File: src/rtl/ntt_pkg.sv
// Shared definitions for the NTT memory schedulers: state encoding and width helpers.
package ntt_pkg;

    // Scheduler states for one coefficient memory pass.
    typedef enum logic [2:0] {
        ST_IDLE,
        ST_READ,
        ST_WAIT,
        ST_WRITE,
        ST_DONE
    } state_t;

    // Ceiling log2 for elaboration-time width derivation.
    function automatic int clog2(input int value);
        int result;
        result = 0;
        for (int i = 0; i < 31; i++) begin
            if ((1 << i) < value) begin
                result = i + 1;
            end
        end
        return result;
    endfunction

    // Same as clog2 but never returns less than 1, so the result is always a legal vector width.
    function automatic int clog2_min1(input int value);
        int result;
        result = clog2(value);
        return (result < 1) ? 1 : result;
    endfunction

endpackage

File: src/rtl/ntt_addr_gen.sv
// Combinational Cooley-Tukey address generator: (stage, butterfly) -> pair addresses and twiddle index.
module ntt_addr_gen
    import ntt_pkg::*;
#(
    parameter int AW = 6,
    parameter int SW = 3
) (
    input  logic [SW-1:0] s,
    input  logic [AW-2:0] k,
    output logic [AW-1:0] addra,
    output logic [AW-1:0] addrb,
    output logic [AW-1:0] tw_addr
);

    localparam logic [SW-1:0] TOP_STAGE = SW'(AW - 1);

    logic [SW-1:0] lg_h;
    logic [AW-1:0] kk;
    logic [AW-1:0] mask;
    logic [AW-1:0] half;

    // The butterfly index splits into a group part (bits above log2 h) and an offset part; the
    // group part is shifted up by one to open a zero at bit log2 h, which is where the partner sits.
    always_comb begin
        lg_h    = TOP_STAGE - s;
        kk      = {1'b0, k};
        half    = AW'(1) << lg_h;
        mask    = half - AW'(1);
        addra   = ((kk & ~mask) << 1) | (kk & mask);
        addrb   = addra | half;
        tw_addr = (AW'(1) << s) + (kk >> lg_h);
    end

endmodule

File: src/rtl/ntt_mem_sched.sv
// Sequencer driving one dual-port coefficient memory through a full in-place NTT pass.
module ntt_mem_sched
    import ntt_pkg::*;
#(
    parameter int DEPTH    = 64,
    parameter int BFLY_LAT = 4,
    parameter int AW       = clog2(DEPTH),
    parameter int SW       = clog2_min1(AW)
) (
    input  logic          clk,
    input  logic          rst_n,
    input  logic          start,
    output logic          busy,
    output logic          done,
    output logic [SW-1:0] stage,
    input  logic          host_en,
    input  logic          host_we,
    input  logic [AW-1:0] host_addr,
    output logic          host_gnt,
    output logic          ena,
    output logic          wea,
    output logic [AW-1:0] addra,
    output logic          enb,
    output logic          web,
    output logic [AW-1:0] addrb,
    output logic [AW-1:0] tw_addr,
    output logic          bf_valid,
    output logic          bf_wsel
);

    localparam int WW = clog2_min1(BFLY_LAT);
    localparam logic [WW-1:0] W_LAST = WW'(BFLY_LAT - 1);
    localparam logic [AW-2:0] K_LAST = {(AW - 1){1'b1}};
    localparam logic [SW-1:0] S_LAST = SW'(AW - 1);

    state_t        state, state_nxt;
    logic [SW-1:0] s, s_nxt;
    logic [AW-2:0] k, k_nxt;
    logic [WW-1:0] w, w_nxt;

    logic [AW-1:0] gen_a;
    logic [AW-1:0] gen_b;

    ntt_addr_gen #(
        .AW (AW),
        .SW (SW)
    ) u_addr_gen (
        .s       (s),
        .k       (k),
        .addra   (gen_a),
        .addrb   (gen_b),
        .tw_addr (tw_addr)
    );

    // State and loop counters; reset drops any transform in flight straight back to idle.
    always_ff @(posedge clk or negedge rst_n) begin
        if (!rst_n) begin
            state <= ST_IDLE;
            s     <= '0;
            k     <= '0;
            w     <= '0;
        end else begin
            state <= state_nxt;
            s     <= s_nxt;
            k     <= k_nxt;
            w     <= w_nxt;
        end
    end

    // Next-state sequencing plus Moore outputs; in idle port A is a pass-through to the host.
    always_comb begin
        state_nxt = state;
        s_nxt     = s;
        k_nxt     = k;
        w_nxt     = w;
        busy      = 1'b1;
        done      = 1'b0;
        host_gnt  = 1'b0;
        ena       = 1'b0;
        wea       = 1'b0;
        enb       = 1'b0;
        web       = 1'b0;
        addra     = gen_a;
        addrb     = gen_b;
        bf_valid  = 1'b0;
        bf_wsel   = 1'b0;
        case (state)
            ST_IDLE: begin
                busy     = 1'b0;
                host_gnt = !start;
                ena      = host_en && !start;
                wea      = host_we && !start;
                addra    = host_addr;
                if (start) begin
                    state_nxt = ST_READ;
                    s_nxt     = '0;
                    k_nxt     = '0;
                end
            end
            ST_READ: begin
                ena       = 1'b1;
                enb       = 1'b1;
                w_nxt     = '0;
                state_nxt = ST_WAIT;
            end
            ST_WAIT: begin
                bf_valid = (w == '0);
                if (w == W_LAST) begin
                    state_nxt = ST_WRITE;
                end else begin
                    w_nxt = w + WW'(1);
                end
            end
            ST_WRITE: begin
                ena     = 1'b1;
                enb     = 1'b1;
                wea     = 1'b1;
                web     = 1'b1;
                bf_wsel = 1'b1;
                if (k != K_LAST) begin
                    k_nxt     = k + (AW - 1)'(1);
                    state_nxt = ST_READ;
                end else if (s != S_LAST) begin
                    k_nxt     = '0;
                    s_nxt     = s + SW'(1);
                    state_nxt = ST_READ;
                end else begin
                    state_nxt = ST_DONE;
                end
            end
            ST_DONE: begin
                done      = 1'b1;
                state_nxt = ST_IDLE;
            end
            default: begin
                state_nxt = ST_IDLE;
            end
        endcase
    end

    assign stage = s;

endmodule
File: config.mk
export PLATFORM = sky130hd
export DESIGN_NAME = ntt_mem_sched
export DESIGN_NICKNAME = d
export VERILOG_FILES = /design/src/rtl/ntt_pkg.sv /design/src/rtl/ntt_addr_gen.sv /design/src/rtl/ntt_mem_sched.sv
export SDC_FILE = /design/constraint.sdc
export NUM_CORES = 1
export LEC_CHECK = 0
export BUFFER_PORTS_ARGS = -buffer_cell sky130_fd_sc_hd__buf_2
export CAP_MARGIN = 20
export CORE_ASPECT_RATIO = 0.9
export CORE_MARGIN = 2
export CORE_UTILIZATION = 52
export CTS_CLUSTER_DIAMETER = 40
export DETAILED_ROUTE_END_ITERATION = 8
export GPL_TIMING_DRIVEN = 0
export PLACE_DENSITY = 0.8
export SLEW_MARGIN = 30
export SYNTH_ARGS = -nofsm -noshare
export SYNTH_HDL_FRONTEND = slang
export SYNTH_SLANG_ARGS = --single-unit
export TNS_END_PERCENT = 20
File: constraint.sdc
create_clock -name clk -period 3.25 [get_ports clk]
set_input_delay 0.4875 -clock clk [delete_from_list [all_inputs] [get_ports clk]]
set_output_delay 0.4875 -clock clk [all_outputs]
set_load 0.05 [all_outputs]
# Word-level counts from Yosys, hierarchy flattened
# Cells that the tools add are included.
dict set report totals {
  regBits 13
  output_inout_bits 30
}
dict set report classes {
  n_bitwise 5
  shifts 3
  eq_ne 13
  reduce_logical 12
  muxes 24
  n_addsub 6
}
# op n
set op_table {}
lappend op_table {{3-bit 2-to-1 mux} 7}
lappend op_table {{5-bit 2-to-1 mux} 3}
lappend op_table {{6-bit bitwise OR} 2}
lappend op_table {{3-bit one-hot mux with 4 select lines} 1}
lappend op_table {{1-bit by 3-bit left shift with 6-bit output (first input constant)} 2}
lappend op_table {{2-bit inequality test (second input constant)} 5}
lappend op_table {{5-bit one-hot mux with 2 select lines} 1}
lappend op_table {{6-bit adder} 1}
lappend op_table {{5-bit by 6-bit bitwise AND with 6-bit output} 1}
lappend op_table {{3-bit by 2-bit equality test with 1-bit output (second input constant)} 2}
lappend op_table {{1-bit 2-to-1 mux} 6}
lappend op_table {{6-bit 2-to-1 mux} 1}
lappend op_table {{3-bit inequality test (second input constant)} 2}
lappend op_table {{3-bit one-hot mux with 2 select lines} 1}
lappend op_table {{5-bit by 3-bit right shift with 6-bit output} 1}
lappend op_table {{6-bit by 1-bit subtractor with 6-bit output (second input constant)} 1}
lappend op_table {{5-bit by 1-bit adder with 5-bit output (second input constant)} 1}
lappend op_table {{5-bit bitwise AND} 1}
lappend op_table {{5-bit inequality test (second input constant)} 1}
lappend op_table {{5-bit NOT} 1}
lappend op_table {{1-bit one-hot mux with 2 select lines} 2}
lappend op_table {{2-bit one-hot mux with 2 select lines} 1}
lappend op_table {{2-bit AND reduction} 2}
lappend op_table {{4-bit AND reduction} 1}
lappend op_table {{14 further kinds} 16}

# Depth between registers and ports, before layout
# Gate-level depths: netlist (run 1).
dict set report logic_depth {
  ltp_word 7
  depth_mapped 10
  mapped_depth_nobuf 10
}

# By module
# From an unflattened synthesis (run 1), not the netlist that was laid out.
dict set report unflattened {
  hier_cells 187
  area_unflattened_um2 1447.6
}
# mod seq_area_each_um2 cells_per_inst instances area_each_um2
set modules_own_cells {}
lappend modules_own_cells {ntt_mem_sched 325.3 105 1 898.4}
lappend modules_own_cells {ntt_addr_gen 0.0 82 1 549.3}

# Worst setup path after synthesis (run 1)
# No wires, ideal clock.
dict set report synth_timing {
  path_kind {register to output}
  from {reg s[1] (netlist: stage[1])}
  to {out tw_addr[5]}
  stages_incl_launch_ff 11
  setup_slack_ns -0.501
  path_buffers 1
  required_time_ns 2.762
  t_arrival_ns 3.263
  path_cell_list {dfrtp_1 inv_1 ha_1 clkbuf_1 o211ai_1 o31ai_1 ha_1 a211oi_1 o21bai_1 a21oi_1 xor2_1}
}
dict set report synth_via {
  elab_chain_cells 3
  elab_cells_between_ends 4
}
# item line_no
set synth_rtl {}
lappend synth_rtl {{start, declared} ntt_mem_sched.sv:37} ;# logic [SW-1:0] s, s_nxt;
lappend synth_rtl {{start signal, assigned} ntt_mem_sched.sv:64} ;# s <= s_nxt;
lappend synth_rtl {{3-bit subtractor} ntt_addr_gen.sv:25} ;# lg_h = TOP_STAGE - s;
lappend synth_rtl {{5-bit by 3-bit right shift with 6-bit output} ntt_addr_gen.sv:31} ;# tw_addr = (AW'(1) << s) + (kk >> lg_h);
lappend synth_rtl {{6-bit adder *} ntt_addr_gen.sv:31}
lappend synth_rtl {{end, declared} ntt_mem_sched.sv:26} ;# output logic [AW-1:0] tw_addr,
# Mark *: on every way between the ends. The rest lies on a longest branch, timed or not.

# Worst setup path in the final report (run 1)
dict set report layout_timing {
  from {reg s[0] (netlist: stage[0])}
  to {out tw_addr[5]}
}
# Same word-level chain as after synthesis.

==> impl_metrics.yaml, run 1 <==
global_routing:
  wire_length_of_the_first_global_routing_pass_mm: 5.775
  grt_antenna_before_repair: 0
  grt_max_degree: 14
  grt.total_usage_pct: 24.70
  first_global_vias: 1250
  grt_overflow: 0
yosys:
  share_of_the_yosys_chip_area_belonging_to_registers_pct: 23.55
  synth.area.top_cells: "sky130_fd_sc_hd__dfrtp_1 24%, sky130_fd_sc_hd__ha_1 14%, sky130_fd_sc_hd__nand2_1 7.6%"
  ys.flop_type: "sky130_fd_sc_hd__dfrtp_1"
  postSynthCellCount: 170
  synth-edff-count: 0
  synth.most_common_cell: "sky130_fd_sc_hd__nand2_1"
  synth.yosys.warnings: 0
  post_synth_top_area_cell: "sky130_fd_sc_hd__dfrtp_1"
  yosys_register_bits: 13
  synth_top_cells_by_count: "28 x sky130_fd_sc_hd__nand2_1, 16 x sky130_fd_sc_hd__ha_1, 15 x sky130_fd_sc_hd__nor2_1, 15 x sky130_fd_sc_hd__o21ai_0, 13 x sky130_fd_sc_hd__dfrtp_1"
  mappedNetlistArea_mm2: 0.001381
  fraction_of_synthesis_flops_using_an_asynchronous_set_or_reset_pin_pct: 100.0
  synthDistinctLibCells: 46
  synth_largest_type_area_fraction_pct: 23.55
  synth_fp_nets: 198
  syn_area_per_cell_um2: 8.125
timing:
  maxSlewHeadroom_pct: 71.37
  setup_viol: 0
  achievable-frequency_mhz: 314.8
  final.setup.tns_ns: 0
  fin_hold_ws_ns: 0.06432
  hold_viol_final: 0
  worst-slew-pin-transition_ns: 0.4280
  fin_crit_ns: 3.176
  finalClockSkew_ns: 0.01103
  drv_slew: 0
  final.period_utilization_pct: 97.73
place:
  port-buffer-count: 40
  place_area_mm2: 0.001659
  hpwlAfterDp_mm: 2.647
  place.gp.congestion: 0.9093
  dp.cells: 238
cts:
  cts.htree.levels: 1
  cts_tree: "built"
  worstSkewPairLatency_ns: 0.29
  ctsLongestPathBuffers: 2
  cts-buffers-inserted: 3
  root_buffer_master: "sky130_fd_sc_hd__clkbuf_4"
  cts.sinks: 13
  cts.reportedPaths.clkPinSlew_ns: 0.09
critical_path:
  cell_by_cell_trace_of_the_critical_path: "buf_6 > mux2i_1 > nor2_1 > a31oi_1 > nor2_1 > ha_1 > o21ai_0 > o21bai_1 > a21oi_2 > xor2_4 > buf_6"
  worst_ep_arrival_time_ns: 2.69
  critPathRequiredTime_ns: 2.76
  critPathCaptureType: "output pin"
  critical_path_cell_with_the_highest_stage_delay: "sky130_fd_sc_hd__dfrtp_1"
  critPathLaunch: "stage[0]"
  worstRegToRegCells: 7
  critical_path_class: "reg2out"
  critical-path-max-stage-delay_ns: 0.37
  crit_path_start_kind: "register"
  reg2reg_to: "k[3]"
  r2r_start: "k[1]"
  regToRegSetupSlack_ns: 1.39
  worst-path-max-fanout: 8
finish:
  final_design_area_no_fill_mm2: 0.001821
  area_growth_pct: 31.79
  num-nets-final: 251
  util_after_layout_pct: 73.15
  final_layout_size_suffix_gt1_share_pct: 38.74
  instances_no_fill: 250
  antenna_cells_inserted: 0
  fillCellCount: 186
detailed_routing:
  drt.antenna.violating_nets: 0
  routedWlPerCell_um: 14.38
  vias_per_cell: 5.572
  via_count: 1393
  wl_mm: 3.596
  drcViolationCount: 0
  drt_iter0_drc: 60
  drt_first_pass_iters: 4
power:
  power_density_relative_to_cell_area_mw_per_mm2: 670.6
  power.static_leakage_uw: 0.0009706
  ir_worst_vdd_mv: 0.5810
floorplanning:
  die_y_um: 52.90
  start_util_pct: 55.51
  die_w_um: 58.33
  die_area_mm2: 0.003085
  design.core.area_mm2: 0.002489
  num_rows: 17
  num_io_pins: 41
run_status:
  status: "complete, no violations"
hold_path:
  worst_hold_path_type: "in2async"
job:
  maxCapViolCount: 0
[layout make-up]
class                           instances  area, µm²  share of cell area (%)
Multi-Input combinational cell        138       1047                   57.53
Clock inverter                          1      5.005                  0.2749
Clock buffer                            3      22.52                   1.237
Tap cell                               28      35.03                   1.924
Buffer                                  4      37.54                   2.062
Sequential cell                        13      327.8                   18.01
Timing Repair Buffer                   51      295.3                   16.22
Inverter                               12      50.05                   2.749
[timing repair]
| action | in CTS | in global routing |
|---|---|---|
| pin swaps | 1 | 10 |
| hold buffers | 0 | 0 |
| resized for setup | 17 | 4 |
| setup endpoints to repair | 5 | 3 |
| setup buffers | 3 | 8 |
| cloned | 0 | 0 |
[cell families (layout without fill, tap and decap cells)]
logic type	Yosys count	in the layout	synth area share (%)
AND/OR/NAND/NOR	65	65	23.82
AO/OA/AOI/OAI	43	43	20.20
buffers and inverters	19	71	6.521
adder cells (fa/ha/maj)	17	17	15.94
flip-flops	13	13	23.55
multiplexers	7	7	6.159
XOR/XNOR	6	6	3.805
[through the flow]
step,setup WS [ns],power (µW)
after floorplan,-0.1733,935.7
after global placement,-0.2212,1089
after detailed placement,-0.2861,1119
after CTS,0.002064,1221
after global routing,-0.08180,1298
final,0.07386,1221
[where the power goes]
group          switching, µW  leakage [µW]  internal, µW
Clock                   59.1     0.0000177          45.8
Combinational            635      0.000783           238
Sequential              43.0      0.000170           200
[per-layer routing]
layer  GRT usage [%]  share of wire (%)  routed length, µm  vias up
li1                -                  -                  -      692
met4           5.426                1.2                 42        0
met5               0                  0                  0        -
met3           3.423                4.5                163        5
met2           46.07                 53               1917       43
met1           29.98                 41               1473      653
[critical path: cells and delay by family (launching register included)]
family	cells	cell delay (ns)
XOR/XNOR	1	0.16
buffers and inverters	2	0.32
AO/OA/AOI/OAI	4	0.75
multiplexers	1	0.29
flip-flops	1	0.37
adder cells (fa/ha/maj)	1	0.34
AND/OR/NAND/NOR	2	0.18
[cells in the final DEF, fill, tap and decap left out, types with 3 or more instances in the layout]
cell	count
sky130_fd_sc_hd__ha_1	13
sky130_fd_sc_hd__nand2b_1	3
sky130_fd_sc_hd__buf_2	38
sky130_fd_sc_hd__nand2_1	28
sky130_fd_sc_hd__buf_6	4
sky130_fd_sc_hd__nand3_1	3
sky130_fd_sc_hd__nor3_1	3
sky130_fd_sc_hd__mux2i_1	4
sky130_fd_sc_hd__a21o_1	3
sky130_fd_sc_hd__a21oi_1	8
sky130_fd_sc_hd__buf_4	13
sky130_fd_sc_hd__dfrtp_1	11
sky130_fd_sc_hd__nor2_1	15
sky130_fd_sc_hd__inv_1	9
sky130_fd_sc_hd__clkbuf_4	3
sky130_fd_sc_hd__o21ai_0	15
sky130_fd_sc_hd__a21oi_2	3
[state kept, by name, summed over array words and instances, names as in the netlist]
| signal | flops |
|---|---|
| k | 5 |
| stage | 3 |
| state | 3 |
| w | 2 |
[worst max path at each step]
stage	slack, ns	end
6_report	0.07	tw_addr[5]
2_1_floorplan	-0.17	tw_addr[5]
4_1_cts	0.002	tw_addr[5]
5_1_grt	-0.08	tw_addr[5]
3_3_place_gp	-0.22	tw_addr[4]
3_5_place_dp	-0.29	tw_addr[4]
(Power assumes the default switching activity.)
==> run 2: changes to the inputs <==
--- a/config.mk
+++ b/config.mk
@@ -9,11 +9,13 @@
 export CAP_MARGIN = 20
 export CORE_ASPECT_RATIO = 0.9
 export CORE_MARGIN = 2
-export CORE_UTILIZATION = 52
+export CORE_UTILIZATION = 53
+export CTS_BUF_LIST = sky130_fd_sc_hd__clkbuf_2
 export CTS_CLUSTER_DIAMETER = 40
 export DETAILED_ROUTE_END_ITERATION = 8
 export GPL_TIMING_DRIVEN = 0
-export PLACE_DENSITY = 0.8
+export HOLD_SLACK_MARGIN = 0.12
+export PLACE_DENSITY = 0.82
 export SLEW_MARGIN = 30
 export SYNTH_ARGS = -nofsm -noshare
 export SYNTH_HDL_FRONTEND = slang
==> impl_metrics.yaml, run 2 (synthesis gave the netlist of run 1 again) <==
global_routing:
  grt.total_usage_pct: 22.98
  grt_antenna_before_repair: 0
  wire_length_of_the_first_global_routing_pass_mm: 5.347
  first_global_vias: 1243
  grt_max_degree: 14
  grt_overflow: 0
detailed_routing:
  met2_wirelength_mm: 1.845
  met3_length_um: 156
  vias_per_cell: 5.667
  drt.antenna.violating_nets: 0
  drcViolationCount: 0
  drt_met1_wl_mm: 1.368
  wl_mm: 3.410
  routedWlPerCell_um: 13.53
  drt_iter0_drc: 62
  drt_first_pass_iters: 4
  top_signal_layer_used: "met4"
  via_count: 1428
hold_path:
  hold-path-cell-count: 2
  hold_path.startpoint: "w[0]"
  hold_path_end: "w[0]"
  worst_hold_path_type: "reg2reg"
critical_path:
  critPathLaunch: "stage[0]"
  crit_path_start_kind: "register"
  critPathRequiredTime_ns: 2.76
  r2r_start: "k[1]"
  regToRegSetupSlack_ns: 1.40
  critical_path_class: "reg2out"
  worst_ep_arrival_time_ns: 2.64
  worst-path-max-fanout: 5
  reg2reg_to: "k[2]"
  worstRegToRegCells: 7
  critPathCaptureType: "output pin"
timing:
  hold_viol_final: 0
  worst-slew-pin-transition_ns: 0.4302
  setup_viol: 0
  drv_slew: 0
  rsz0062_at_grt: "true"
  maxSlewHeadroom_pct: 71.22
  finalClockSkew_ns: 0.001967
  final.period_utilization_pct: 96.23
  fin_hold_ws_ns: 0.5200
  achievable-frequency_mhz: 319.7
  fin_crit_ns: 3.128
job:
  maxCapViolCount: 0
cts:
  cts.sinks: 13
  cts_tree: "built"
  cts-buffers-inserted: 3
  ctsLongestPathBuffers: 2
  cts.htree.levels: 1
  worstSkewPairLatency_ns: 0.26
  root_buffer_master: "sky130_fd_sc_hd__clkbuf_2"
  cts.reportedPaths.clkPinSlew_ns: 0.11
finish:
  layout_common_cells: "38 x sky130_fd_sc_hd__buf_2, 28 x sky130_fd_sc_hd__nand2_1, 15 x sky130_fd_sc_hd__nor2_1"
  largest_register_ffs: 5
  area_growth_pct: 34.78
  antenna_cells_inserted: 0
  final_design_area_no_fill_mm2: 0.001862
  layout_commonest_cell: "sky130_fd_sc_hd__buf_2"
  final_layout_size_suffix_gt1_share_pct: 40.18
  instances_no_fill: 252
  registers.top_by_ff_count: "k"
  num-nets-final: 253
run_status:
  status: "complete, no violations"
place:
  place.gp.congestion: 0.8777
  dp.cells: 238
  place_area_mm2: 0.001659
  port-buffer-count: 40
  hpwlAfterDp_mm: 2.488
floorplanning:
  design.core.area_mm2: 0.002467
  die_w_um: 57.82
  start_util_pct: 55.98
  die_area_mm2: 0.003031
  num_io_pins: 41
  num_rows: 17
  die_y_um: 52.43
power:
  power.static_leakage_uw: 0.0009810
  ir_worst_vdd_mv: 0.6497
  power_density_relative_to_cell_area_mw_per_mm2: 632.6
## run 2: repair_timing
item / CTS / global route
setup endpoints to repair: 5 / 2
resized for setup: 18 / 8
hold buffers: 1 / 0
pin swaps: 3 / 7
setup buffers: 4 / 8
hold endpoints to repair: 13 / 0
## run 2: worst max-delay path by stage
| stage | to | slack, ns | cells after the start |
|---|---|---|---|
| finish | tw_addr[4] | 0.12 | 12 |
| global route | tw_addr[4] | -0.004 | 12 |
| CTS | tw_addr[4] | 0.03 | 11 |
| detailed placement | tw_addr[4] | -0.33 | 11 |
| global placement | tw_addr[4] | -0.24 | 11 |
| floorplan | tw_addr[5] | -0.17 | 8 |
## run 2: metrics by stage
| step | util [%] | worst slack, ns | TNS [ns] | total power [µW] |
|---|---|---|---|---|
| final | 75.46 | 0.1225 | 0 | 1178 |
| after global routing | 75.46 | -0.004439 | -0.004439 | 1270 |
| after CTS | 71.81 | 0.03263 | 0 | 1186 |
| after detailed placement | 67.24 | -0.3271 | -0.4132 | 1103 |
| after global placement | 67.24 | -0.2433 | -0.3077 | 1089 |
| after floorplan | - | -0.1733 | -0.3027 | 935.7 |
## run 2: layout make-up
class / instances / area (µm²)
Fill cell: 180 / 605.6
Clock buffer: 4 / 20.02
Timing Repair Buffer: 53 / 325.3
Tap cell: 28 / 35.03
Sequential cell: 13 / 327.8
Inverter: 12 / 50.05
Multi-Input combinational cell: 138 / 1066
Buffer: 4 / 37.54
## run 2: critical path, cell delays in order (launching register included)
cell,delay (ns)
sky130_fd_sc_hd__dfrtp_1,0.41
sky130_fd_sc_hd__buf_6,0.14
sky130_fd_sc_hd__buf_4,0.13
sky130_fd_sc_hd__nand2_1,0.05
sky130_fd_sc_hd__o21ai_1,0.06
sky130_fd_sc_hd__o211ai_1,0.22
sky130_fd_sc_hd__o31ai_2,0.10
sky130_fd_sc_hd__ha_2,0.21
sky130_fd_sc_hd__fa_2,0.34
sky130_fd_sc_hd__a21o_1,0.17
sky130_fd_sc_hd__a21oi_2,0.20
sky130_fd_sc_hd__xnor2_2,0.14
sky130_fd_sc_hd__buf_6,0.18
## run 2: metal layers
layer	vias up	GRT usage [%]
met5	-	0
met4	0	5.814
met3	4	4.938
met2	37	41.10
met1	687	28.04
li1	700	-
## run 2: report_power, final
group	internal (µW)	switching, µW	total, µW
Clock	32.7	47.0	79.6
Sequential	200	41.1	241
Combinational	237	620	857
Total	469	708	1180
